**src/rtl/flag_stack_reg.sv**
```systemverilog
// Condition-flag register with a small LIFO save stack.
// Live flags take masked writes every cycle; push saves them, pop restores
// them (masked-write bits still win). Over/underflow attempts raise sticky errors.

// One live flag bit: a masked write beats a restore, which beats hold.
module flag_stack_bit (
  input  logic i_clk,
  input  logic i_reset,
  input  logic i_wr_en,
  input  logic i_wr_d,
  input  logic i_pop_en,
  input  logic i_pop_d,
  output logic o_q
);
  logic r_q;

  // Flag bit register with write-over-restore priority
  always_ff @(posedge i_clk) begin
    if (i_reset)       r_q <= 1'b0;
    else if (i_wr_en)  r_q <= i_wr_d;
    else if (i_pop_en) r_q <= i_pop_d;
  end

  assign o_q = r_q;
endmodule

module flag_stack_reg #(
  parameter int WIDTH = 4,
  parameter int DEPTH = 4,
  localparam int CW = $clog2(DEPTH + 1)
) (
  input  logic             i_clk,
  input  logic             i_reset,
  input  logic [WIDTH-1:0] i_wr_mask,
  input  logic [WIDTH-1:0] i_wr_data,
  input  logic             i_push,
  input  logic             i_pop,
  input  logic             i_clr_err,
  output logic [WIDTH-1:0] o_flags,
  output logic [CW-1:0]    o_count,
  output logic             o_full,
  output logic             o_empty,
  output logic             o_ovf_err,
  output logic             o_unf_err
);

  logic [DEPTH-1:0][WIDTH-1:0] r_stack;
  logic [CW-1:0]               r_count;
  logic                        r_ovf_err;
  logic                        r_unf_err;

  logic [WIDTH-1:0] w_flags;
  logic [WIDTH-1:0] w_top;
  logic [CW-1:0]    w_top_idx;
  logic             w_full;
  logic             w_empty;
  logic             w_push_only;
  logic             w_pop_only;
  logic             w_push_ok;
  logic             w_pop_ok;
  logic             w_ovf_evt;
  logic             w_unf_evt;

  // full/empty come straight from the registered count
  assign w_full  = (r_count == CW'(DEPTH));
  assign w_empty = (r_count == '0);

  // push together with pop cancels out: stack untouched, no error
  assign w_push_only = i_push & ~i_pop;
  assign w_pop_only  = i_pop  & ~i_push;
  assign w_push_ok   = w_push_only & ~w_full;
  assign w_pop_ok    = w_pop_only  & ~w_empty;
  assign w_ovf_evt   = w_push_only &  w_full;
  assign w_unf_evt   = w_pop_only  &  w_empty;

  // Only meaningful when w_pop_ok, i.e. count >= 1
  assign w_top_idx = r_count - CW'(1);

  // Select the top-of-stack entry by comparing each slot index
  always_comb begin
    w_top = '0;
    for (int s = 0; s < DEPTH; s++) begin
      if (CW'(s) == w_top_idx) w_top = r_stack[s];
    end
  end

  // Per-bit live flag cells
  for (genvar g = 0; g < WIDTH; g++) begin : g_bit
    flag_stack_bit u_bit (
      .i_clk    (i_clk),
      .i_reset  (i_reset),
      .i_wr_en  (i_wr_mask[g]),
      .i_wr_d   (i_wr_data[g]),
      .i_pop_en (w_pop_ok),
      .i_pop_d  (w_top[g]),
      .o_q      (w_flags[g])
    );
  end

  // Save slots: pre-edge flags go into slot[count] on a legal push; contents
  // need no reset since count gates every read
  always_ff @(posedge i_clk) begin
    for (int s = 0; s < DEPTH; s++) begin
      if (w_push_ok && (CW'(s) == r_count)) r_stack[s] <= w_flags;
    end
  end

  // Occupancy counter, saturating by construction (only legal ops move it)
  always_ff @(posedge i_clk) begin
    if (i_reset)        r_count <= '0;
    else if (w_push_ok) r_count <= r_count + CW'(1);
    else if (w_pop_ok)  r_count <= r_count - CW'(1);
  end

  // Sticky errors; a fresh event outranks clr_err in the same cycle
  always_ff @(posedge i_clk) begin
    if (i_reset) begin
      r_ovf_err <= 1'b0;
      r_unf_err <= 1'b0;
    end else begin
      r_ovf_err <= w_ovf_evt | (r_ovf_err & ~i_clr_err);
      r_unf_err <= w_unf_evt | (r_unf_err & ~i_clr_err);
    end
  end

  assign o_flags   = w_flags;
  assign o_count   = r_count;
  assign o_full    = w_full;
  assign o_empty   = w_empty;
  assign o_ovf_err = r_ovf_err;
  assign o_unf_err = r_unf_err;

endmodule

```
**config.mk**
```make
export PLATFORM = sky130hd
export DESIGN_NAME = flag_stack_reg
export DESIGN_NICKNAME = d
export VERILOG_FILES = /design/src/rtl/flag_stack_reg.sv
export SDC_FILE = /design/constraint.sdc
export NUM_CORES = 1
export LEC_CHECK = 0
export CAP_MARGIN = 20
export CORE_MARGIN = 2
export CORE_UTILIZATION = 50
export DETAILED_ROUTE_END_ITERATION = 6
export PLACE_DENSITY = 0.78
export SYNTH_ARGS = -nofsm -noshare
export SYNTH_HDL_FRONTEND = slang
export SYNTH_HIERARCHICAL = 1
export SYNTH_SLANG_ARGS = --single-unit
```
**constraint.sdc**
```tcl
create_clock -name i_clk -period 5.6 [get_ports i_clk]
set_clock_uncertainty 0.2 [all_clocks]
set_input_delay 1.12 -clock i_clk [delete_from_list [all_inputs] [get_ports i_clk]]
set_output_delay 1.12 -clock i_clk [all_outputs]
set_load 0.005 [all_outputs]
```
==> impl_metrics.json <==
{
  "status": "completed",
  "layout_setup_ws_ns": 2.481,
  "dp_hpwl_mm": 1.733,
  "yosysSeqAreaShare": 0.5312,
  "finalCriticalPeriod_ns": 3.119,
  "syn_inst": 109,
  "via_per_inst": 5.267,
  "grt_max_degree": 16,
  "ys.flop_type": "edfxtp_1",
  "cts_tree": "yes",
  "end_kind": "output pin",
  "hp-class": "reg -> reg",
  "grt_first_pass_wirelength_mm": 3.443,
  "yosys-top-cells-area": "edfxtp_1 39%, dfxtp_1 14%, ha_1 6.0%",
  "cap_viol_max_count": 0,
  "fp.dieW_microns": 53.88,
  "place.gp.congestion": 0.7993,
  "grt_use_met3": 0.03611,
  "grt-ovfl-total": 0,
  "rows": 18,
  "syn_area_sq_um": 1244,
  "ys_async_sr_fraction": 0,
  "grt.busiest_layer": "met2",
  "syn_to_final_growth_pct": 23.04,
  "leakage_uw": 0.0005304,
  "antenna_found_initial": 0,
  "cts_buffers": 3,
  "setup_viol": 0,
  "cts.repair.resized": 0,
  "synth_simple_gate_area_frac": 0.1620,
  "fin_nets": 155,
  "synth_common_cells": "16 x edfxtp_1, 13 x a21oi_1, 9 x dfxtp_1, 9 x inv_1, 7 x nor2_1",
  "synth.distinct_cells": 30,
  "fin_crit_sh": 0.5570,
  "synth_top_family_by_area": "simple AND/OR/NAND/NOR gates",
  "cts_hold_buf": 0,
  "clockBufferDepth": 2,
  "ir_drop_mv": 0.1509,
  "rsz0062_at_grt": "no",
  "crit_fanout": 6,
  "synth_compound_gate_area_share": 0.1489,
  "syn_nets": 128,
  "clkTransAtPathRegs_ns": 0.13,
  "maxSlewViolCount": 0,
  "muxShareOfSynthArea": 0.04427,
  "synth_seq_cells": 25,
  "synth_adder_area_share": 0.06036,
  "cts-root-buf": "clkbuf_4",
  "wirelength_mm": 2.211,
  "worstSetupPathType": "reg -> out",
  "layout-drive-gt1-share": 0.1037,
  "hold_viol_final": 0,
  "met2_usage": 0.2846,
  "drt_first_pass_iters": 4,
  "avgSynthCellArea_sq_um": 11.41,
  "synthXorXnorAreaFrac": 0.01408,
  "tightest_slew_ns": 0.6421,
  "powerDensity_nw_per_um2": 252.6,
  "cts_max_level": 1,
  "vias": 869,
  "postCtsSetupBuffers": 0,
  "synth_largest_area_cell": "edfxtp_1",
  "synth_edf_count": 16,
  "grt_pass1_vias": 799,
  "finalSetupTns_ns": 0,
  "drt_iter0_drc": 21,
  "start_util": 0.5161,
  "coreArea_sq_um": 2410,
  "crit_arrival_ns": 1.80,
  "clk_latency_ns": 0.31,
  "dp_slack_ns": 2.658,
  "die_area_sq_um": 2903,
  "ys_warn_count": 6,
  "groute.usage.overall": 0.1668,
  "io_pins": 24,
  "synth.most_common_cell": "edfxtp_1",
  "yosysTopAreaCellShare": 0.3863,
  "antenna_cells": 0,
  "ant_nets": 0,
  "n_fill_cell": 196,
  "clock-sinks": 25,
  "max-slew-margin-rel": 0.5710,
  "wl_per_cell_microns": 13.40,
  "worst_ep_required_time_ns": 4.28,
  "cp-start-kind": "flip-flop",
  "io_buffers": 23,
  "grt_util_met1": 0.2196,
  "die_y_microns": 53.88,
  "holdWs_ns": 0.3019,
  "fmax_ghz": 0.3206,
  "drcViolationCount": 0
}
path summary, 6_finish.rpt:
kind | to | start | cells after the start | slack, ns
setup / recovery | o_empty | o_count[0] | 4 | 2.48
hold / removal | o_unf_err | o_unf_err | 2 | 0.30
setup reg to reg | g_bit[1].u_bit/o_q | o_count[0] | 8 | 3.49
hold reg to reg | o_unf_err | o_unf_err | 2 | 0.30
sequential cells by signal, indices dropped and copies added, names as in the netlist:
register,count
o_ovf_err,1
g_bit.u_bit/o_q,4
o_unf_err,1
r_stack,16
o_count,3
cells in the final DEF (no fill, tap or decap):
master	instances
a32oi_1	1
mux2_4	1
a211oi_2	4
o22ai_1	1
and2_1	1
a221oi_1	1
ha_1	6
edfxtp_1	16
nor2_1	7
clkdlybuf4s50_1	23
nor2b_1	4
nor2b_4	1
a31oi_1	1
nand3b_1	4
a21oi_1	13
xnor2_1	1
nor2_4	2
nor3b_1	3
clkbuf_4	3
or2b_1	1
inv_2	1
o21ai_0	4
o21a_1	1
nand2_1	4
xor2_1	1
nand2b_1	2
mux2i_1	4
nor3_1	4
clkinvlp_4	1
dfxtp_1	9
inv_1	9
o22ai_2	1
logic make-up (layout without fill, tap and decap cells):
logic type,after synthesis,count (layout)
xor gates and xnor gates,2,2
DFF,25,25
muxes,5,5
adders and majority gates,6,6
and+or+nand+nor,33,33
AOI/OAI and AO/OA,27,27
buffers and inverters,11,37
layout make-up:
class | instances | area, sq um | area share
Sequential cell | 25 | 660.6 | 0.4317
Clock inverter | 1 | 7.507 | 0.004906
Inverter | 10 | 37.54 | 0.02453
Multi-Input combinational cell | 73 | 534.3 | 0.3491
Tap cell | 30 | 37.54 | 0.02453
Clock buffer | 3 | 22.52 | 0.01472
Timing Repair Buffer | 23 | 230.2 | 0.1504
critical path, cell delays in order (launching register included):
cell and delay, ns:
dfxtp_1 0.39, inv_1 0.12, ha_1 0.22, nor2b_4 0.23, clkdlybuf4s50_1 0.53
through the flow:
| stage | util | total power [uW] | instances | cell area, sq um |
|---|---|---|---|---|
| 2_1_floorplan | - | 275.0 | 109 | 1244 |
| 3_3_place_gp | 0.6225 | 310.1 | 161 | 1500 |
| 4_1_cts | 0.6350 | 388.2 | 165 | 1530 |
| 3_5_place_dp | 0.6225 | 312.4 | 161 | 1500 |
| 6_report | 0.6350 | 386.5 | 165 | 1530 |
| 5_1_grt | 0.6350 | 405.7 | 165 | 1530 |
routing by layer:
metal | part of all wire | routed length, microns
met3 | 0.048 | 106
met4 | 0 | 0
met2 | 0.49 | 1094
met1 | 0.46 | 1010
met5 | 0 | 0
where the power goes:
| group | internal [uW] | total (uW) | leakage, uW | switching [uW] |
|---|---|---|---|---|
| Clock | 27.2 | 78.8 | 0.0000139 | 51.6 |
| Sequential | 206 | 215 | 0.000222 | 9.37 |
| Combinational | 47.0 | 92.3 | 0.000294 | 45.3 |
No activity file was read; power rests on OpenSTA's default activity.
